**src/rtl/shift_sequencer.sv**
```systemverilog
// Sequencer for an external shift register that shifts every cycle unless loaded:
// IDLE -> LOAD -> SHIFT (len bits) -> DONE. Define SHIFT_SEQUENCER_ROTATE_EN for the rotate option.
module shift_sequencer #(
  parameter int W  = 16,
  parameter int CW = $clog2(W) + 1
) (
  input  logic          clk,
  input  logic          reset,
  input  logic          start_valid,
  output logic          start_ready,
  input  logic [W-1:0]  tx_data,
  input  logic          dir,
  input  logic [CW-1:0] len,
  input  logic          stall,
  input  logic          abort,
  input  logic          rx_in,
`ifdef SHIFT_SEQUENCER_ROTATE_EN
  input  logic          rot,
`endif
  output logic          serial_out,
  output logic          busy,
  output logic          done,
  output logic [W-1:0]  rx_data,
  output logic          sr_load,
  output logic          sr_dir,
  output logic          sr_serial_in,
  output logic [W-1:0]  sr_load_value,
  input  logic [W-1:0]  sr_q
);

  typedef enum logic [1:0] {
    ST_IDLE  = 2'd0,
    ST_LOAD  = 2'd1,
    ST_SHIFT = 2'd2,
    ST_DONE  = 2'd3
  } state_e;

  state_e        state_q, state_d;
  logic [W-1:0]  data_q, data_d;
  logic          dir_q, dir_d;
  logic [CW-1:0] len_q, len_d;
  logic [CW-1:0] cnt_q, cnt_d;
  logic [CW-1:0] len_norm_s;
  logic          accept_s;
  logic          shift_en_s;
  logic          last_shift_s;
  logic          serial_bit_s;
  logic          rot_sel_s;

`ifdef SHIFT_SEQUENCER_ROTATE_EN
  logic rot_q, rot_d;

  always_ff @(posedge clk or posedge reset) begin
    if (reset) begin
      rot_q <= 1'b0;
    end else begin
      rot_q <= rot_d;
    end
  end

  always_comb begin
    if (accept_s) begin
      rot_d = rot;
    end else begin
      rot_d = rot_q;
    end
  end

  assign rot_sel_s = rot_q;
`else
  assign rot_sel_s = 1'b0;
`endif

  // A zero or oversized length means a full-width transfer.
  assign len_norm_s   = ((len == {CW{1'b0}}) || (len > CW'(W))) ? CW'(W) : len;
  assign accept_s     = (state_q == ST_IDLE) && start_valid;
  assign shift_en_s   = (state_q == ST_SHIFT) && !abort && !stall;
  assign last_shift_s = shift_en_s && (cnt_q == CW'(1));
  assign serial_bit_s = dir_q ? sr_q[0] : sr_q[W-1];

  always_ff @(posedge clk or posedge reset) begin
    if (reset) begin
      state_q <= ST_IDLE;
      data_q  <= {W{1'b0}};
      dir_q   <= 1'b0;
      len_q   <= {CW{1'b0}};
      cnt_q   <= {CW{1'b0}};
    end else begin
      state_q <= state_d;
      data_q  <= data_d;
      dir_q   <= dir_d;
      len_q   <= len_d;
      cnt_q   <= cnt_d;
    end
  end

  always_comb begin
    state_d = state_q;
    case (state_q)
      ST_IDLE: begin
        if (start_valid) begin
          state_d = ST_LOAD;
        end else begin
          state_d = ST_IDLE;
        end
      end
      ST_LOAD: begin
        if (abort) begin
          state_d = ST_IDLE;
        end else begin
          state_d = ST_SHIFT;
        end
      end
      ST_SHIFT: begin
        if (abort) begin
          state_d = ST_IDLE;
        end else if (last_shift_s) begin
          state_d = ST_DONE;
        end else begin
          state_d = ST_SHIFT;
        end
      end
      ST_DONE: state_d = ST_IDLE;
      default: state_d = ST_IDLE;
    endcase
  end

  always_comb begin
    data_d = data_q;
    dir_d  = dir_q;
    len_d  = len_q;
    cnt_d  = cnt_q;
    case (state_q)
      ST_IDLE: begin
        if (accept_s) begin
          data_d = tx_data;
          dir_d  = dir;
          len_d  = len_norm_s;
        end else begin
          data_d = data_q;
        end
      end
      ST_LOAD: begin
        if (abort) begin
          cnt_d = {CW{1'b0}};
        end else begin
          cnt_d = len_q;
        end
      end
      ST_SHIFT: begin
        if (abort) begin
          cnt_d = {CW{1'b0}};
        end else if (shift_en_s) begin
          cnt_d = cnt_q - CW'(1);
        end else begin
          cnt_d = cnt_q;
        end
      end
      ST_DONE: cnt_d = {CW{1'b0}};
      default: cnt_d = {CW{1'b0}};
    endcase
  end

  // Any cycle that is not a real shift reloads the register with its own value.
  always_comb begin
    start_ready   = 1'b0;
    busy          = 1'b0;
    done          = 1'b0;
    rx_data       = {W{1'b0}};
    serial_out    = 1'b0;
    sr_load       = 1'b1;
    sr_load_value = sr_q;
    sr_dir        = 1'b0;
    sr_serial_in  = 1'b0;
    case (state_q)
      ST_IDLE: start_ready = 1'b1;
      ST_LOAD: begin
        busy = 1'b1;
        if (abort) begin
          sr_load_value = sr_q;
        end else begin
          sr_load_value = data_q;
        end
      end
      ST_SHIFT: begin
        busy       = 1'b1;
        serial_out = serial_bit_s;
        if (shift_en_s) begin
          sr_load      = 1'b0;
          sr_dir       = dir_q;
          sr_serial_in = rot_sel_s ? serial_bit_s : rx_in;
        end else begin
          sr_load_value = sr_q;
        end
      end
      ST_DONE: begin
        done    = 1'b1;
        rx_data = sr_q;
      end
      default: start_ready = 1'b0;
    endcase
  end

endmodule

```
**config.mk**
```make
export PLATFORM = sky130hd
export DESIGN_NAME = shift_sequencer
export DESIGN_NICKNAME = d
export VERILOG_FILES = /design/src/rtl/shift_sequencer.sv
export SDC_FILE = /design/constraint.sdc
export NUM_CORES = 1
export LEC_CHECK = 0
export ABC_AREA = 1
export CAP_MARGIN = 20
export CELL_PAD_IN_SITES_DETAIL_PLACEMENT = 0
export CELL_PAD_IN_SITES_GLOBAL_PLACEMENT = 1
export CORE_UTILIZATION = 29
export CTS_BUF_LIST = sky130_fd_sc_hd__clkbuf_2
export DETAILED_ROUTE_END_ITERATION = 7
export GPL_ROUTABILITY_DRIVEN = 1
export GPL_TIMING_DRIVEN = 0
export PLACE_DENSITY = 0.82
export SYNTH_ARGS = -nofsm -noshare
export SYNTH_HDL_FRONTEND = slang
export SYNTH_SLANG_ARGS = --single-unit
```
**constraint.sdc**
```tcl
create_clock -name clk -period 1.58 [get_ports clk]
set_input_delay 0.316 -clock clk [delete_from_list [all_inputs] [get_ports clk]]
set_output_delay 0.316 -clock clk [all_outputs]
set_load 0.02 [all_outputs]
```
======== Word level (Yosys, flattened, before mapping) ========
Cells that the tools add are included.
storage, ports and cells
  latch bits .............................. 0
  word-level logic and storage cells ...... 49
  memory bits (read-only) ................. 0
  memories kept ........................... 0
  output and inout bits ................... 39
  RAM bits ................................ 0
  register bits ........................... 29
  bits of input ports ..................... 44
operators by class
  equal/unequal tests ..................... 5
  div/mod/pow operators ................... 0
  magnitude comparators ................... 1
  multiplexer cells ....................... 24
  shift operators ......................... 0
  $add $sub $neg .......................... 1
  bitwise gates (word level) .............. 0
  multiply operators ...................... 0
  reductions and logical operators ........ 13
operators by type and width
  kind                   number
  $mux W16               3
  $mux W5                4
  $pmux W5 S3            1
  $mux W1                13
  $pmux W2 S4            1
  $eq A5 B1 Y1 const B   1
  $gt A5 B5 Y1 const B   1
  $logic_not A5 Y1       1
  $sub A5 B1 Y5 const B  1
  $eq A2 B2 Y1 const B   2
  $logic_and A1 B1 Y1    4
  $mux W2                2
  $reduce_and A2 Y1      2
  $ne A3 B3 Y1 const B   1
  $reduce_bool A3 Y1     1
  $eq A2 B1 Y1 const B   1
  $logic_not A1 Y1       2
  $logic_not A2 Y1       1
  $reduce_or A2 Y1       1
  $logic_or A1 B1 Y1     1

======== Longest topological paths before layout ========
  depth in word-level cells ............... 7
  depth in mapped cells ................... 8
  mapped depth without buffers ............ 8

======== Worst setup path before layout ========
No wires, ideal clock.
  kind .................................... reg-to-output
  from .................................... register state_q[1]
  to ...................................... output port sr_load_value[10]
  buffers on the path ..................... 1
  data required time ...................... 1.264 ns
  arrival time ............................ 1.366 ns
  stages on the path, launching flop included .. 6
  slack ................................... -0.102 ns
  cells stage by stage .................... dfrtp_1 inv_1 ha_1 nand2_4 buf_2 o21ai_0
on the way
  word-level cells in the longest chain between the ends .. 2
ends and longest elaborated chain
  element                   RTL line  source
  start: declaration        38        state_e state_q, state_d;
  start signal: assignment  89        state_q <= state_d;
  $eq A2 B1 Y1              175       case (state_q)
  $mux W16                  -
  end: declaration          27        output logic [W-1:0] sr_load_value,
No other way between the ends.

======== Worst setup path after layout ========
  from .................................... register state_q[1]
  to ...................................... output port sr_load_value[7]
Same word-level chain as after synthesis.

==> flow_metrics.tcl <==
set metrics [dict create \
    path_clk_slew_ps 140 \
    yosys.area.top_type "dfrtp_1" \
    p_leak_uw 0.00165 \
    netlist_top_cells_count "nand2_1 (78), inv_1 (41), dfrtp_1 (29), o21ai_0 (21), nor2_1 (16)" \
    max_freq_mhz 498 \
    drc_errors 0 \
    multi_input_area_um2 958 \
    fin_crit_ps 2010 \
    setup_violations 38 \
    finalCritPeriodShare 1.27 \
    initial_core_util 0.299 \
    skew_ps 8.72 \
    yosysMostFrequentCell "nand2_1" \
    regArea_um2 728 \
    netlist_area_um2 1760 \
    endpoint_kind "output port" \
    ir_worst_vdd_mv 0.282 \
    clk_latency_ps 350 \
    violations "negative setup slack" \
    ys_warn_count 0 \
    finish.net_count 393 \
    vias 1834 \
    htreeDepth 2 \
    grt_pass1_vias 1784 \
    clockBufferDepth 2 \
    p_int_uw 1420 \
    status "complete, but fails checks" \
    dieHeight_um 79.9 \
    drive_above_1_share 0.336 \
    criticalPathCategory "reg2out" \
    rows 28 \
    reg2reg_from "state_q[0]" \
    ios 83 \
    avgViaCountPerCell 4.40 \
    synth_seq_area_share 0.412 \
    antenna_found_initial 0 \
    grt.total_usage 0.173 \
    drtIter0Drc 40 \
    hold_violations 0 \
    p_total_uw 2150 \
    synth.avg_cell_area_um2 7.50 \
    nFillCells 571 \
    maxCapViolCount 0 \
    ys.flop_type "dfrtp_1" \
    holdCritPathClass "in2async" \
    instances_no_fill 417 \
    syn_nets 287 \
    comb_power_share 0.391 \
    cp_max_fo 6 \
    portBuffers 82 \
    hold_buffers 0 \
    arrival_ps 1690 \
    drv_slew 0 \
    cts_tree "built" \
    synth_top_cells_by_area "dfrtp_1 (41%), nand2_1 (17%), inv_1 (8.7%)" \
    grt_overflow 0 \
    start_kind "flip-flop" \
    yosysTopAreaCellShare 0.412 \
    wl_per_cell_um 12.4 \
    timing.final.ws_setup_ps -429 \
    cp.required_ps 1260 \
    n_antenna_cell 0 \
    grt_max_degree 19 \
    r2r_end "cnt_q[2]" \
    root_buffer "clkbuf_2" \
    area_delta_synth_final_pct 76.1 \
    r2r_slack_ps 70 \
    die_x_um 79.9 \
    dp.cells 393 \
    die_area_um2 6390 \
    worstMarginPinSlew_ps 572 \
    p_clk_frac 0.175 \
    ys_async_sr_fraction 1.00 \
    dp_hpwl_um 3630 \
    antenna_left 0 \
    clkSinkCount 29 \
    synth_cells 235 \
    drt-pass1-iter-count 6 \
    worstRegToRegCells 8 \
    rsz0062_at_grt "yes" \
    gp_congestion 0.764 \
    core_area_um2 5890 \
    switching_share 0.341 \
    seqPwrFrac 0.434 \
    max_slew_margin 0.618 \
    drt-total-wl_um 5180 \
    cts_buffers 5 \
    ys_ff_latch 29 \
    synth_cell_types 22 \
    switching_power_uw 732 \
    tns_ps -12010 \
    synth-edff-count 0 \
    power.density_nw_per_um2 693 \
    grt_pass1_wl_um 8310 \
]
-- area by class of cell --
class / instances / area share
multi-input cells: 155 / 0.309
repair buffers: 99 / 0.333
clock buffers: 8 / 0.0129
flip-flops and latches: 29 / 0.235
plain buffers: 8 / 0.0274
inverters: 43 / 0.0528
well taps: 75 / 0.0302
-- routing by layer --
layer	vias up	track usage	part of all wire
met5	-	0	0
met4	0	0.0661	0.014
met3	5	0.0469	0.055
met2	59	0.287	0.50
met1	839	0.213	0.43
li1	931	-	-
-- critical path, cell delays in order (launching register included) --
cell and delay (ps):
dfrtp_2 450, inv_2 80, ha_4 160, nand2_8 80
buf_12 150, mux2_4 290, buf_6 130
-- stage by stage --
stage,worst slack (ps),instance area (um2),hold slack [ps],utilization
after floorplan,-102,1770,394,-
after global placement,-794,2690,459,0.456
after detailed placement,-809,2710,462,0.461
after CTS,-483,3030,298,0.516
after global routing,-519,3100,316,0.527
final,-429,3100,309,0.527
-- cell families after synthesis --
family | Yosys count | share of synthesized area
adder cells (fa/ha/maj) | 8 | 0.0568
flip-flops | 29 | 0.412
AO/OA/AOI/OAI | 27 | 0.0781
AND/OR/NAND/NOR | 110 | 0.256
buffers and inverters | 51 | 0.119
multiplexers | 10 | 0.0788
-- how the worst max path moves through the flow --
stage	end	depth (start not counted)	startpoint	slack, ps
6_report	sr_load_value[7]	6	state_q[1]	-430
5_1_grt	sr_load_value[7]	6	state_q[1]	-520
4_1_cts	sr_load_value[7]	6	state_q[1]	-480
3_5_place_dp	sr_load_value[8]	6	abort	-810
3_3_place_gp	sr_load_value[3]	6	abort	-790
2_1_floorplan	sr_load_value[10]	5	state_q[1]	-100
-- power groups by stage --
stage          clock, uW  combinational [uW]  sequential, uW
2_1_floorplan          0                 414             927
3_3_place_gp           0                 703             942
3_5_place_dp           0                 722             945
4_1_cts              399                 813             933
5_1_grt              427                 925             949
6_report             376                 840             933
-- what timing repair did --
| action | 4_1_cts | 5_1_grt |
|---|---|---|
| pin swaps | 4 | 4 |
| endpoints found under the setup margin | 41 | 64 |
| resized for setup | 273 | 19 |
| buffers inserted | 13 | 4 |
| gates cloned | 1 | 0 |
-- sequential cells by signal (all words and copies together) (netlist names) --
register / cells
len_q: 5
dir_q: 1
state_q: 2
cnt_q: 5
data_q: 16
-- cells in the final DEF, fill, tap and decap left out --
master	synthesis	routed
a21oi_1	3	3
buf_12	0	2
buf_16	0	2
buf_2	6	2
buf_4	0	17
buf_6	1	36
buf_8	0	2
clkbuf_2	0	9
clkbuf_4	0	2
clkdlybuf4s50_1	0	43
dfrtp_1	29	27
dfrtp_2	0	2
ha_1	8	3
ha_2	0	1
ha_4	0	4
inv_1	41	35
inv_2	1	7
inv_4	1	1
mux2_2	3	2
mux2_4	7	8
nand2_1	78	70
nand2_2	3	7
nand2_4	1	4
nand2_8	0	1
nand3_1	9	9
nand3b_1	1	1
nand4_1	1	1
nor2_1	16	14
nor2_4	0	2
o21ai_0	21	14
o21ai_1	1	5
o21ai_2	0	3
o22ai_1	2	2
or2_4	1	1
(Power assumes the default switching activity.)
